File: src/rtl/ripple_add_sequencer.sv
// Nibble-serial ripple adder/subtractor: one 4-bit slice per cycle, LSB first, NIBBLES cycles per operation.
// Result is held in DONE until out_ready; in_ready is high only in IDLE, so there is no overlap between operations.
module ripple_add_sequencer #(
   parameter int NIBBLES = 4
) (
   input  logic                   clk,
   input  logic                   rst_n,
   input  logic                   in_valid,
   output logic                   in_ready,
   input  logic [4*NIBBLES-1:0]   a,
   input  logic [4*NIBBLES-1:0]   b,
   input  logic                   cin,
   input  logic                   sub,
   output logic                   out_valid,
   input  logic                   out_ready,
   output logic [4*NIBBLES-1:0]   sum,
   output logic                   cout,
   output logic                   ovf,
   output logic                   busy
);

   localparam int W  = 4 * NIBBLES;
   localparam int IW = (NIBBLES > 1) ? $clog2(NIBBLES) : 1;
   localparam logic [IW-1:0] LAST_IDX = IW'(NIBBLES - 1);

   typedef enum logic [1:0] {IDLE, ADD, DONE} state_t;

   state_t          state_q, state_d;
   logic [W-1:0]    a_q, b_q;
   logic            carry_q;
   logic [IW-1:0]   idx_q;
   logic [4:0]      slice_add;
   logic            last;
   logic            accept;

   assign slice_add = {1'b0, a_q[int'(idx_q)*4 +: 4]}
                    + {1'b0, b_q[int'(idx_q)*4 +: 4]}
                    + {4'b0, carry_q};
   assign last      = (idx_q == LAST_IDX);

   // in_ready is gated by rst_n so nothing is offered while reset is held
   assign in_ready  = rst_n && (state_q == IDLE);
   assign out_valid = (state_q == DONE);
   assign busy      = (state_q != IDLE);
   assign accept    = in_valid && in_ready;

   always_ff @(posedge clk or negedge rst_n) begin
      if (!rst_n) state_q <= IDLE;
      else        state_q <= state_d;
   end

   always_comb begin
      state_d = state_q;
      case (state_q)
         IDLE:    if (accept)    state_d = ADD;
         ADD:     if (last)      state_d = DONE;
         DONE:    if (out_ready) state_d = IDLE;
         default:                state_d = IDLE;
      endcase
   end

   always_ff @(posedge clk or negedge rst_n) begin
      if (!rst_n) begin
         a_q     <= '0;
         b_q     <= '0;
         carry_q <= 1'b0;
         idx_q   <= '0;
         sum     <= '0;
         cout    <= 1'b0;
         ovf     <= 1'b0;
      end else begin
         case (state_q)
            IDLE: begin
               if (accept) begin
                  // subtraction is A + ~B + 1; cin is ignored
                  a_q     <= a;
                  b_q     <= sub ? ~b : b;
                  carry_q <= sub ? 1'b1 : cin;
                  idx_q   <= '0;
               end
            end
            ADD: begin
               sum[int'(idx_q)*4 +: 4] <= slice_add[3:0];
               carry_q                 <= slice_add[4];
               if (last) begin
                  cout <= slice_add[4];
                  ovf  <= (a_q[W-1] == b_q[W-1]) && (slice_add[3] != a_q[W-1]);
               end else begin
                  idx_q <= idx_q + IW'(1);
               end
            end
            default: ;
         endcase
      end
   end

endmodule

File: config.mk
export PLATFORM = sky130hd
export DESIGN_NAME = ripple_add_sequencer
export DESIGN_NICKNAME = d
export VERILOG_FILES = /design/src/rtl/ripple_add_sequencer.sv
export SDC_FILE = /design/constraint.sdc
export NUM_CORES = 1
export LEC_CHECK = 0
export BUFFER_PORTS_ARGS = -buffer_cell sky130_fd_sc_hd__clkbuf_2
export CAP_MARGIN = 15
export CORE_AREA = 10 10 87 89
export DETAILED_ROUTE_END_ITERATION = 10
export DIE_AREA = 0 0 97 99
export GPL_TIMING_DRIVEN = 1
export PLACE_DENSITY = 0.75
export SLEW_MARGIN = 20
export SYNTH_ARGS = -nofsm -noshare
export SYNTH_HDL_FRONTEND = slang
export SYNTH_SLANG_ARGS = --single-unit
File: constraint.sdc
create_clock -name clk -period 5.41 [get_ports clk]
set_clock_uncertainty 0.1 [all_clocks]
set_input_delay 0.2705 -clock clk [delete_from_list [all_inputs] [get_ports clk]]
set_output_delay 0.2705 -clock clk [all_outputs]
set_load 0.05 [all_outputs]
==> results of run 1 <==
==> cell type report <==
class	instances	area [µm²]	area share
sequential	55	1380	0.438
multi-input combinational	144	1280	0.407
timing repair buffer	60	305	0.0972
tap	75	93.8	0.0299
clock buffer	6	72.6	0.0231
inverter	4	15.0	0.00478
==> path summary, 6_finish.rpt <==
path / from / to / slack [ns]
max in group asynchronous: rst_n / state_q[1]$_DFFE_PN0P_ / 4.76
min reg2reg: ovf$_DFFE_PN0P_ / ovf$_DFFE_PN0P_ / 0.40
max: idx_q[0]$_DFFE_PN0P_ / sum[14]$_DFFE_PN0P_ / 2.41
min: rst_n / a_q[6]$_DFFE_PN0P_ / -0.03
min in group clk: out_ready / state_q[1]$_DFFE_PN0P_ / 0.05
max reg2reg: idx_q[0]$_DFFE_PN0P_ / sum[14]$_DFFE_PN0P_ / 2.41
==> Yosys cell counts <==
library cell                count
sky130_fd_sc_hd__nand2_1       10
sky130_fd_sc_hd__mux2_4        14
sky130_fd_sc_hd__nor4_2         1
sky130_fd_sc_hd__nor3b_1        2
sky130_fd_sc_hd__nand3_1        2
sky130_fd_sc_hd__nor2_1        20
sky130_fd_sc_hd__inv_1          3
sky130_fd_sc_hd__and2b_2        1
sky130_fd_sc_hd__o2bb2ai_1      1
sky130_fd_sc_hd__o2111ai_1      1
sky130_fd_sc_hd__a21oi_1       17
sky130_fd_sc_hd__xnor2_1       17
sky130_fd_sc_hd__or2_1          2
sky130_fd_sc_hd__mux2_1         2
sky130_fd_sc_hd__mux4_2         8
sky130_fd_sc_hd__nand2_2        1
sky130_fd_sc_hd__nor4b_4        1
sky130_fd_sc_hd__buf_2          5
sky130_fd_sc_hd__nand2b_1       2
sky130_fd_sc_hd__xor2_1         1
sky130_fd_sc_hd__clkbuf_1       1
sky130_fd_sc_hd__o21ai_1        3
sky130_fd_sc_hd__dfrtp_1       55
sky130_fd_sc_hd__o21ai_0        2
sky130_fd_sc_hd__or3_1          1
sky130_fd_sc_hd__and4bb_1       1
sky130_fd_sc_hd__fa_1           2
sky130_fd_sc_hd__and3_1         2
sky130_fd_sc_hd__inv_2          1
sky130_fd_sc_hd__o211ai_1       1
sky130_fd_sc_hd__a21o_1         2
sky130_fd_sc_hd__a21oi_2        1
sky130_fd_sc_hd__buf_4          1
sky130_fd_sc_hd__ha_1           9
sky130_fd_sc_hd__a211o_1        1
sky130_fd_sc_hd__a22o_1        16
sky130_fd_sc_hd__buf_6          3
==> cell usage in the layout, fill, tap and decap left out, types with 2 or more instances in the layout <==
cell type,instances
sky130_fd_sc_hd__a21oi_1,17
sky130_fd_sc_hd__o21ai_1,3
sky130_fd_sc_hd__mux4_2,8
sky130_fd_sc_hd__a21o_1,2
sky130_fd_sc_hd__nand2b_1,2
sky130_fd_sc_hd__fa_1,2
sky130_fd_sc_hd__nor3b_1,2
sky130_fd_sc_hd__inv_1,3
sky130_fd_sc_hd__dfrtp_1,55
sky130_fd_sc_hd__nand3_1,2
sky130_fd_sc_hd__a22o_1,16
sky130_fd_sc_hd__clkbuf_8,5
sky130_fd_sc_hd__nor2_1,20
sky130_fd_sc_hd__o21ai_0,2
sky130_fd_sc_hd__buf_4,2
sky130_fd_sc_hd__and3_1,2
sky130_fd_sc_hd__nand2_1,10
sky130_fd_sc_hd__mux2_4,14
sky130_fd_sc_hd__xnor2_1,17
sky130_fd_sc_hd__or2_1,2
sky130_fd_sc_hd__clkbuf_2,58
sky130_fd_sc_hd__ha_1,9
sky130_fd_sc_hd__mux2_1,2
==> report_power, final <==
part           total [mW]  switching, mW  leakage, nW  internal (mW)
Clock               0.215          0.128       0.0371         0.0868
Combinational        1.19          0.695        0.764          0.495
Sequential          0.750          0.155        0.673          0.595
==> state kept, by name, indices dropped and copies added (netlist names) <==
name / count
a_q: 16
b_q: 16
idx_q: 2
cout: 1
carry_q: 1
ovf: 1
sum: 16
state_q: 2
==> layer usage <==
layer	vias up	share of wire	track usage	wire length [µm]
li1	869	-	-	-
met1	858	0.45	0.149	2560
met2	39	0.48	0.194	2730
met3	8	0.056	0.0370	315
met4	0	0.011	0.0341	61
met5	-	0	0	0
==> logic make-up (layout without fill, tap and decap cells) <==
| group | count (synthesis) | count (layout) | share of synthesized area |
|---|---|---|---|
| AND/OR/NAND/NOR | 46 | 46 | 0.0896 |
| adder cells (fa/ha/maj) | 11 | 11 | 0.0558 |
| buffers and inverters | 14 | 70 | 0.0311 |
| flip-flops | 55 | 55 | 0.503 |
| XOR/XNOR | 18 | 18 | 0.0576 |
| multiplexers | 24 | 24 | 0.151 |
| AO/OA/AOI/OAI | 45 | 45 | 0.112 |
==> metrics by stage <==
step           hold slack, ns   util
2_1_floorplan          -0.125      -
3_5_place_dp            0.351  0.524
5_1_grt                0.0557  0.537
3_3_place_gp            0.341  0.524
6_report              -0.0282  0.537
4_1_cts                0.0198  0.537
==> summary by stage, run 1 <==
Synth
Synthesis instantiated 37 different standard cells from the library. For this run, the register share of the synthesized area comes to 0.503. Of the post-synthesis cell area, the dominant cell type holds 0.503.

The count of synthesis-stage warnings from yosys is 0. The cell type with the largest total area after synthesis is sky130_fd_sc_hd__dfrtp_1. The number of cells produced by synthesis is 213.

The post-synthesis instance area is 0.00274 mm². The synthesized design contains 55 register bits. After synthesis, the mean cell area works out to 12.9 µm². The net count after synthesis is 262.

In the post-synthesis netlist, the biggest area contributors are sky130_fd_sc_hd__dfrtp_1 (50%), sky130_fd_sc_hd__mux2_4 (7.7%), sky130_fd_sc_hd__mux4_2 (6.6%), sky130_fd_sc_hd__xnor2_1 (5.4%), sky130_fd_sc_hd__a22o_1 (5.1%).

Die
The initial standard-cell utilization of the core is 0.468. From bottom edge to top edge, the die measures 99 µm. The number of rows in the core area is 28. Pin placement for this block handled 59 I/O pins. The die area is 0.00960 mm². The chip width is 97 µm. In this run the standard cell core region covers 0.00585 mm².

Critical path
The most prevalent standard cell on the critical path is sky130_fd_sc_hd__fa_1. The dominant delay contributor by cell family on the critical path is flip-flops. Walking the worst path, the cells encountered are mux4_2 > fa_1 > fa_1 > xor2_1 > a22o_1.

The category of the worst setup path capture point is a flop. The library cell contributing the largest single delay on the critical path is sky130_fd_sc_hd__dfrtp_1. The largest single stage delay on the critical path is 0.86 ns.

The number of cells on the worst reg-to-reg path is 5. Of all nets on the critical path, the largest fanout is 15. The startpoint kind of the worst setup timing path is a flop. The worst setup path is of the reg2reg kind. For the worst setup path, the data required time is 5.56 ns. The worst path arrival time is 3.15 ns. The logic depth of the worst setup path including buffers is 5. Together, buffers and inverters on the worst path number 0.

Clock network
Post-CTS timing repair inserted 0 buffers for setup. The number of buffers between clock root and the deepest sink is 2. For the worst-skew pair, the clock arrives at the later sink with an insertion delay of 0.31 ns. Buffers inserted during clock tree synthesis total 5.

After clock tree synthesis, the clock-pin slew on the worst setup and hold paths is 0.10 ns. In this run the clock root is driven by a sky130_fd_sc_hd__clkbuf_8. Clock tree synthesis found a total of 55 sinks. The number of buffers added to fix hold violations after cts is 0. The total number of H-tree levels is 2.

The count of instances resized after the clock tree is built is 0. TritonCTS built the clock tree.

STA
Setup repair after global routing left no endpoint under its margin. The max-slew violation total from the final report came to 0. Dividing the final minimum period by the clock period gives 0.555. At the pin with the least slew margin, the transition time is 0.788 ns.

Final hold analysis gives a worst-case slack of -0.0282 ns. Setup violations remaining at the end of the flow were counted as 0. The final critical-path required period is 3.00 ns. The worst relative slew slack is 0.475. Derived from the worst setup path, the maximum achievable clock frequency is 333 MHz. The count of endpoints failing hold in the final timing report was 26. Setup slack closes at 2.41 ns. The final-layout setup total negative slack is 0 ns.

GRT
The via count of the first global-routing pass was 1923. Entering global routing, the biggest net connects 58 pins. The initial antenna violation count is 0. For this run, the total global-route usage over all layers was measured as 0.119. The remaining global-route overflow is 0.

The first-pass GRT wire length is 9.51 mm.

Pwr
The power after layout is 2.15 mW. For this design the ratio of total power to cell area is 686 mW/mm². Across the VDD grid, the largest voltage drop is 0.350 mV.

The reported leakage power is 1.47 nW.

Place
The HPWL after detailed placement is 4.33 mm. The number of cells in the design after placement is 338. At the end of routability-driven placement, the weighted congestion stood at 0.764. The quantity of I/O buffers inserted on ports is 58.

The placed instances occupy a cell area of 0.00307 mm². Before CTS, the worst setup slack after placement is 2.40 ns.

Finish
For this run, the number of standard cells in the final layout without fillers is 344. The final layout contains 319 nets. The layout cell share with drive strength beyond 1 is 0.349. The area overhead of the layout relative to synthesis is 14.7%. The repair_antennas step left the layout with diodes totalling 0.

The final design area excluding fillers is 0.00314 mm². Counting the fill cells in the layout gives 506.

Routing
The remaining antenna violation count is 0. The total length of routed wires is 5.67 mm. The detailed-route DRC error count is 0.

In the final routed layout, each cell accounts on average for 16.5 µm. The number of optimization iterations in the first detailed-route pass is 4. The iteration-0 DRC count of the detailed router is 79. The vias after detailed routing is 1774. Using the TritonRoute via totals, the vias-per-cell ratio works out to 5.16.

Outcome
The checks that failed: hold timing. The flow ran to the end, but the final reports show violations.

Worst hold path
The min-delay analysis places its worst path in the category in2async.

Run
The tool flagged a number of max-cap violations equal to 0.
Power figures use the tool's default switching activity.
==> run 2, diff against run 1 <==
PLACE_DENSITY = 0.78   (was 0.75)
clock period = 2.7 ns   (was 5.41 ns; I/O delays follow)
==> summary by stage, run 2 (synthesized netlist as in run 1, its figures left out) <==
Critical path
The most prevalent standard cell on the critical path is sky130_fd_sc_hd__fa_1. The longest individual stage delay on the worst path is 0.53 ns. The most critical setup path has its endpoint at sum[2]$_DFFE_PN0P_.

The startpoint of the lowest-slack register-to-register path is idx_q[0]$_DFFE_PN0P_. The category of the worst setup path capture point is a flop. The signal on the critical path passes through mux4_2 > fa_1 > fa_1 > xor2_1 > a22o_1. For this design, the slowest cell found on the critical path is sky130_fd_sc_hd__mux4_2. The dominant delay contributor by cell family on the critical path is adder cells. The setup slack on the worst flop-to-flop path is 0.13 ns. The worst setup path startpoint is idx_q[0]$_DFFE_PN0P_.

The worst setup path is launched from a flop. Of all nets on the critical path, the largest fanout is 4. Data on the critical path is required at its endpoint by 2.85 ns. The worst path arrival time is 2.72 ns. The logic depth of the worst setup path including buffers is 5.

The combined buffer and inverter count along the critical path is 0. In this run the critical register-to-register path is captured at sum[2]$_DFFE_PN0P_. The number of cells on the worst reg-to-reg path is 5. The critical path in this run is classified as reg2reg.

Routing
The vias after detailed routing is 1910. The post-detailed-route wirelength per cell is 16.1 µm. The via density per instance is 5.16. Summed over all layers, the routed wires come to 5.94 mm. The remaining antenna violation count is 0. The first detailed-routing pass took 4 iterations. After detailed routing, the number of remaining DRC violations is 0. After the first detailed-routing iteration, the DRC count stood at 92.

Pwr
Across the VDD grid, the largest voltage drop is 0.671 mV. Dividing total power by cell area gives a power density of 1300 mW/mm². The reported leakage power is 1.60 nW.

STA
The max-slew violation total from the final report is 0. At the pin with the least slew margin, the transition time is 0.663 ns. The part of the cycle the worst path needs is 0.950. Setup repair after global routing left no endpoint under its margin.

In the final timing run, aggregate negative setup slack is 0 ns. The count of endpoints failing hold in the final timing report is 0. After layout, the minimum clock period comes to 2.57 ns. The worst relative slew slack is 0.558. The number of failing setup endpoints in the final timing report is 0. The fmax is 390 MHz. The worst hold slack across all endpoints is 0.00682 ns.

GRT
The via count of the first global-routing pass was 2094. Global routing finished with a remaining overflow of 0. Across every metal layer, demand over resource in global routing totals 0.130. The first global-routing pass estimated 10.4 mm of wire. Entering global routing, the biggest net connects 56 pins. The initial antenna violation count is 0.

Die
The core region area is 0.00585 mm². For this design the top-level I/O count stands at 59. For this configuration, the core starts out at a cell density of 0.468. Measured along the y axis, the die boundary spans 99 µm.

The chip width is 97 µm. The die area is 0.00960 mm². Row generation in the floorplan step produced 28 rows.

Finish
The largest registers in the layout are a_q (16), b_q (16), sum (16). The repair_antennas step left the layout with diodes totalling 0. The number of nets in the layout is 343. Leaving out fill and tap cells, the most frequent cells in the layout are sky130_fd_sc_hd__clkbuf_2 (58), sky130_fd_sc_hd__dfrtp_1 (55), sky130_fd_sc_hd__nor2_1 (20), sky130_fd_sc_hd__dlygate4sd3_1 (20). Compared with the post-synthesis result, the final layout area differs by 24.5%. Once layout is complete, the utilization of the core stands at 0.583. In the final layout, the share of cells above drive strength 1 is 0.339. Leaving out fill and tap cells, the most frequent cell in the layout is sky130_fd_sc_hd__clkbuf_2.

Clock network
In this run, post-CTS repair resized a total of 0 instances. TritonCTS built the clock tree. The tree is rooted in a sky130_fd_sc_hd__clkbuf_8. The number of CTS-inserted buffers is 5. After clock tree synthesis, the clock-pin slew on the worst setup and hold paths is 0.09 ns. The total clock sinks is 55. Once the clock tree was built, the setup fixing pass inserted 0 buffers. The total number of H-tree levels is 2. The number of buffers between clock root and the deepest sink is 2. The worst-skew pair later-pin latency is 0.31 ns.

Place
At the end of routability-driven placement, the weighted congestion stood at 0.838. After legalization and detailed placement, the total HPWL measured 4.52 mm. Buffers placed on the I/O ports in this run total 58.

Worst hold path
The worst hold path begins at b[14]. The path category of the worst min-delay check is in2reg.

Outcome
The flow ran to the end, and the final reports show no timing, DRC or antenna violations.

Run
Max-cap violations in this run came to 0.
run 2: cell count changes in the layout (fill, tap and decap cells not counted):
cell,before,now
sky130_fd_sc_hd__buf_12,0,1
sky130_fd_sc_hd__clkbuf_8,5,7
sky130_fd_sc_hd__buf_4,2,5
sky130_fd_sc_hd__dlygate4sd3_1,0,20
run 2: layout make-up:
type	instances	area [µm²]
fill	475	2440
sequential	55	1380
multi-input combinational	144	1280
timing repair buffer	84	548
clock buffer	8	100
tap	75	93.8
inverter	4	15.0
run 2: per-layer routing:
layer / vias to the layer above / GRT usage / part of all wire
met5: - / 0 / 0
met3: 6 / 0.0468 / 0.070
met1: 928 / 0.160 / 0.44
li1: 921 / - / -
met2: 55 / 0.212 / 0.48
met4: 0 / 0.0306 / 0.011
run 2: what timing repair did:
action                     in CTS  in global routing
hold buffers                   20                  0
setup endpoints to repair       0                  0
hold endpoints to repair       74                  0
run 2: how the worst min path moves through the flow:
stage,end,depth (start not counted)
2_1_floorplan,a_q[0]$_DFFE_PN0P_,0
3_3_place_gp,state_q[1]$_DFFE_PN0P_,2
3_5_place_dp,state_q[1]$_DFFE_PN0P_,2
4_1_cts,b_q[14]$_DFFE_PN0P_,3
5_1_grt,b_q[8]$_DFFE_PN0P_,3
6_report,b_q[14]$_DFFE_PN0P_,3
run 2: per-stage QoR:
stage	worst slack [ns]	power, mW	std cells	area, µm²
2_1_floorplan	0.0659	3.36	213	2740
3_3_place_gp	0.182	3.89	342	3110
4_1_cts	0.114	4.49	370	3410
5_1_grt	0.00560	4.81	370	3410
3_5_place_dp	0.132	3.98	342	3110
6_report	0.135	4.45	370	3410
run 2: power breakdown:
group | total, mW | internal, mW | switching (mW)
logic | 2.52 | 1.05 | 1.47
registers | 1.45 | 1.19 | 0.256
clock network | 0.484 | 0.234 | 0.250
run 2: worst min-delay path: stages:
cell and delay (ns):
sky130_fd_sc_hd__clkbuf_2 0.08, sky130_fd_sc_hd__xnor2_1 0.10, sky130_fd_sc_hd__a21oi_1 0.06
==> run 3, diff against run 2 <==
CORE_AREA = 4 4 81 83   (was 10 10 87 89)
DIE_AREA = 0 0 85 87   (was 0 0 97 99)
==> summary by stage, run 3 (synthesized netlist as in run 1, its figures left out) <==
Critical path
Counting buffers and inverters, the worst setup path is 5 cells deep. For this run, the slowest stage of the critical path takes 0.53 ns. The worst path arrival time is 2.66 ns. Measured in cells, the most critical reg-to-reg path has a length of 5.

The startpoint kind of the worst setup timing path is a flop. The library cell contributing the largest single delay on the critical path is sky130_fd_sc_hd__mux4_2. The category of the worst setup path capture point is a flop. The combined buffer and inverter count along the critical path is 0. Traced cell by cell, the critical path runs through mux4_2 > fa_1 > fa_1 > xor2_1 > a22o_1.

The critical path starts at idx_q[0]$_DFFE_PN0P_. The worst setup path is of the reg2reg kind. Among the stages of the critical path, the cell type that occurs most often is sky130_fd_sc_hd__fa_1. Data on the critical path is required at its endpoint by 2.85 ns. Along the worst path, the maximum fanout reaches 4.

On the critical path the largest part of the delay comes from adder cells. In this run the critical register-to-register path is launched from idx_q[0]$_DFFE_PN0P_.

GRT
The routing usage on met2 is 0.265. The peak-usage layer in the global routing report is met2. Entering global routing, the biggest net connects 57 pins.

The first-pass GRT wire length is 9.73 mm. Across every metal layer, demand over resource in global routing totals 0.169. The via count of the first global-routing pass came to 1981. In the global route stage, met3 resource usage came out at 0.0511. Summed over all layers, the global routing overflow is 0. The initial antenna violation count is 0. For this run, global-route usage on met1 was measured as 0.219.

Place
The worst setup slack before clock tree synthesis is 0.194 ns. At the end of routability-driven placement, the weighted congestion stood at 0.807. The HPWL after detailed placement is 4.19 mm. After detailed placement, the total cell area comes to 0.00311 mm².

The quantity of I/O buffers inserted on ports is 58.

Clock network
The clock reaches the later pin of the worst-skew pair after 0.32 ns. Clock-pin slew was measured on the worst setup and hold paths at 0.09 ns. The number of buffers between clock root and the deepest sink is 2. The root buffer cell is sky130_fd_sc_hd__clkbuf_8.

The total number of H-tree levels is 2. The TritonCTS clock tree is done. The number of CTS-inserted buffers is 5.

The total setup buffers inserted after CTS is 0. Counting every sink on the clock net gives 55.

Finish
The number of fill cells is 472. The commonest non-fill, non-tap cell in the layout is sky130_fd_sc_hd__clkbuf_2. The final layout contains 341 nets.

In the final layout, the share of cells above drive strength 1 is 0.345. In the final layout, the registers with the most flip-flops are a_q (16), b_q (16), sum (16). The final design area excluding fillers is 0.00341 mm².

The top cell types in the final layout, fill and taps aside, are sky130_fd_sc_hd__clkbuf_2 (58), sky130_fd_sc_hd__dfrtp_1 (55), sky130_fd_sc_hd__nor2_1 (20). The area growth from synthesis to layout is 24.5%. The number of antenna repair diodes is 0.

Pwr
The clock group share of total power is 0.126. Dividing total power by cell area gives a power density of 1320 mW/mm². The maximum VDD drop is 0.588 mV. The power after layout is 4.50 mW. The combinational group share of total power is 0.550. The internal power is 2.54 mW. Summed over all nets, the switching power comes to 1.97 mW. The switching share of power is 0.437. Of the total power, registers draw 0.324. The reported leakage power is 1.60 nW.

Die
The die is 85 µm wide. The initial utilization of the core area, before any placement, comes to 0.468. The floorplan step set the die height to 87 µm. Row generation in the floorplan step produced 28 rows. For this design the top-level I/O count stands at 59.

The die covers 0.00740 mm². The core region area is 0.00585 mm².

STA
The fmax is 398 MHz. On the final layout, the worst hold slack is -0.00114 ns. The smallest setup slack after layout is 0.190 ns.

Setup repair after global routing left no endpoint under its margin. The worst path needs 2.51 ns of the cycle, external delays included. For the pin with the worst max-slew slack, the measured transition is 0.670 ns. The count of endpoints failing hold in the final timing report is 1.

The worst relative slew slack is 0.554. The part of the cycle the worst path needs is 0.929. The max-slew violation total from the final report is 0. Setup violations remaining at the end of the flow were counted as 0. The final-layout setup total negative slack is 0 ns.

Worst hold path
Along the worst hold path, the cell count comes to 3. The critical hold path startpoint is b[10]. The tightest min-delay check is of the in2reg type.

Routing
For this run, the detailed router's first-pass iteration total came to 4. The count of nets left with antenna violations once routing finished came out at 0. The vias after detailed routing is 1903.

Dividing the detail-routed via count by the number of cells gives 5.17. The total length of routed wires is 5.69 mm. After the first detailed-routing iteration, the DRC count stood at 65. After detailed routing, the average wire length per cell comes to 15.5 µm.

The detailed-route DRC error count is 0.

Run
The number of max-capacitance violations reported is 0.

Outcome
The flow ran to the end, but the final reports show violations. The checks that failed: hold timing.
[run 3: cell count changes in the layout (fill, tap and decap cells not counted)]
cell,delta
sky130_fd_sc_hd__clkinv_2,+1
sky130_fd_sc_hd__clkbuf_8,-1
sky130_fd_sc_hd__clkbuf_1,-1
sky130_fd_sc_hd__dlygate4sd3_1,-2
sky130_fd_sc_hd__bufinv_16,+1
[run 3: power groups by stage]
stage                     Combinational (mW)  Clock, mW  Sequential (mW)
after floorplan                         1.64          0             1.71
after global placement                  2.42          0             1.45
after detailed placement                2.47          0             1.47
after CTS                               2.50      0.566             1.46
after global routing                    2.73      0.610             1.50
final                                   2.48      0.565             1.46
[run 3: metal layers]
metal	vias up	wire, µm
li1	918	-
met1	915	2540
met2	59	2620
met3	11	381
met4	0	158
met5	-	0
[run 3: final cells by class]
type                       count  area, µm²  area share
sequential                    55       1380       0.404
multi-input combinational    144       1280       0.375
timing repair buffer          82        528       0.155
clock buffer                   6       82.6      0.0242
tap                           75       93.8      0.0275
clock inverter                 2       35.0      0.0103
inverter                       4       15.0     0.00441
[run 3: final timing paths]
| kind | endpoint | slack (ns) |
|---|---|---|
| max | sum[10]$_DFFE_PN0P_ | 0.19 |
| min | b_q[10]$_DFFE_PN0P_ | -0.001 |
| max reg2reg | sum[10]$_DFFE_PN0P_ | 0.19 |
| min reg2reg | ovf$_DFFE_PN0P_ | 0.40 |
| max in group asynchronous | ovf$_DFFE_PN0P_ | 1.60 |
| min in group asynchronous | a_q[2]$_DFFE_PN0P_ | 0.45 |
[run 3: metrics by stage]
step | cells | utilization | hold WS, ns
after floorplan | 213 | - | -0.261
after global placement | 342 | 0.531 | 0.231
after detailed placement | 342 | 0.531 | 0.240
after CTS | 368 | 0.582 | 0.00176
after global routing | 368 | 0.582 | 0.0113
final | 368 | 0.582 | -0.00114
[run 3: tightest hold or removal path: cells and delay by family]
kind            cells  cell delay [ns]
xor+xnor            1             0.10
compound gates      1             0.06
buf+inv             1             0.08
[run 3: timing repair]
item                      CTS  global route
hold endpoints to repair   72             0
hold buffers               18             0
gates resized for setup     0             0
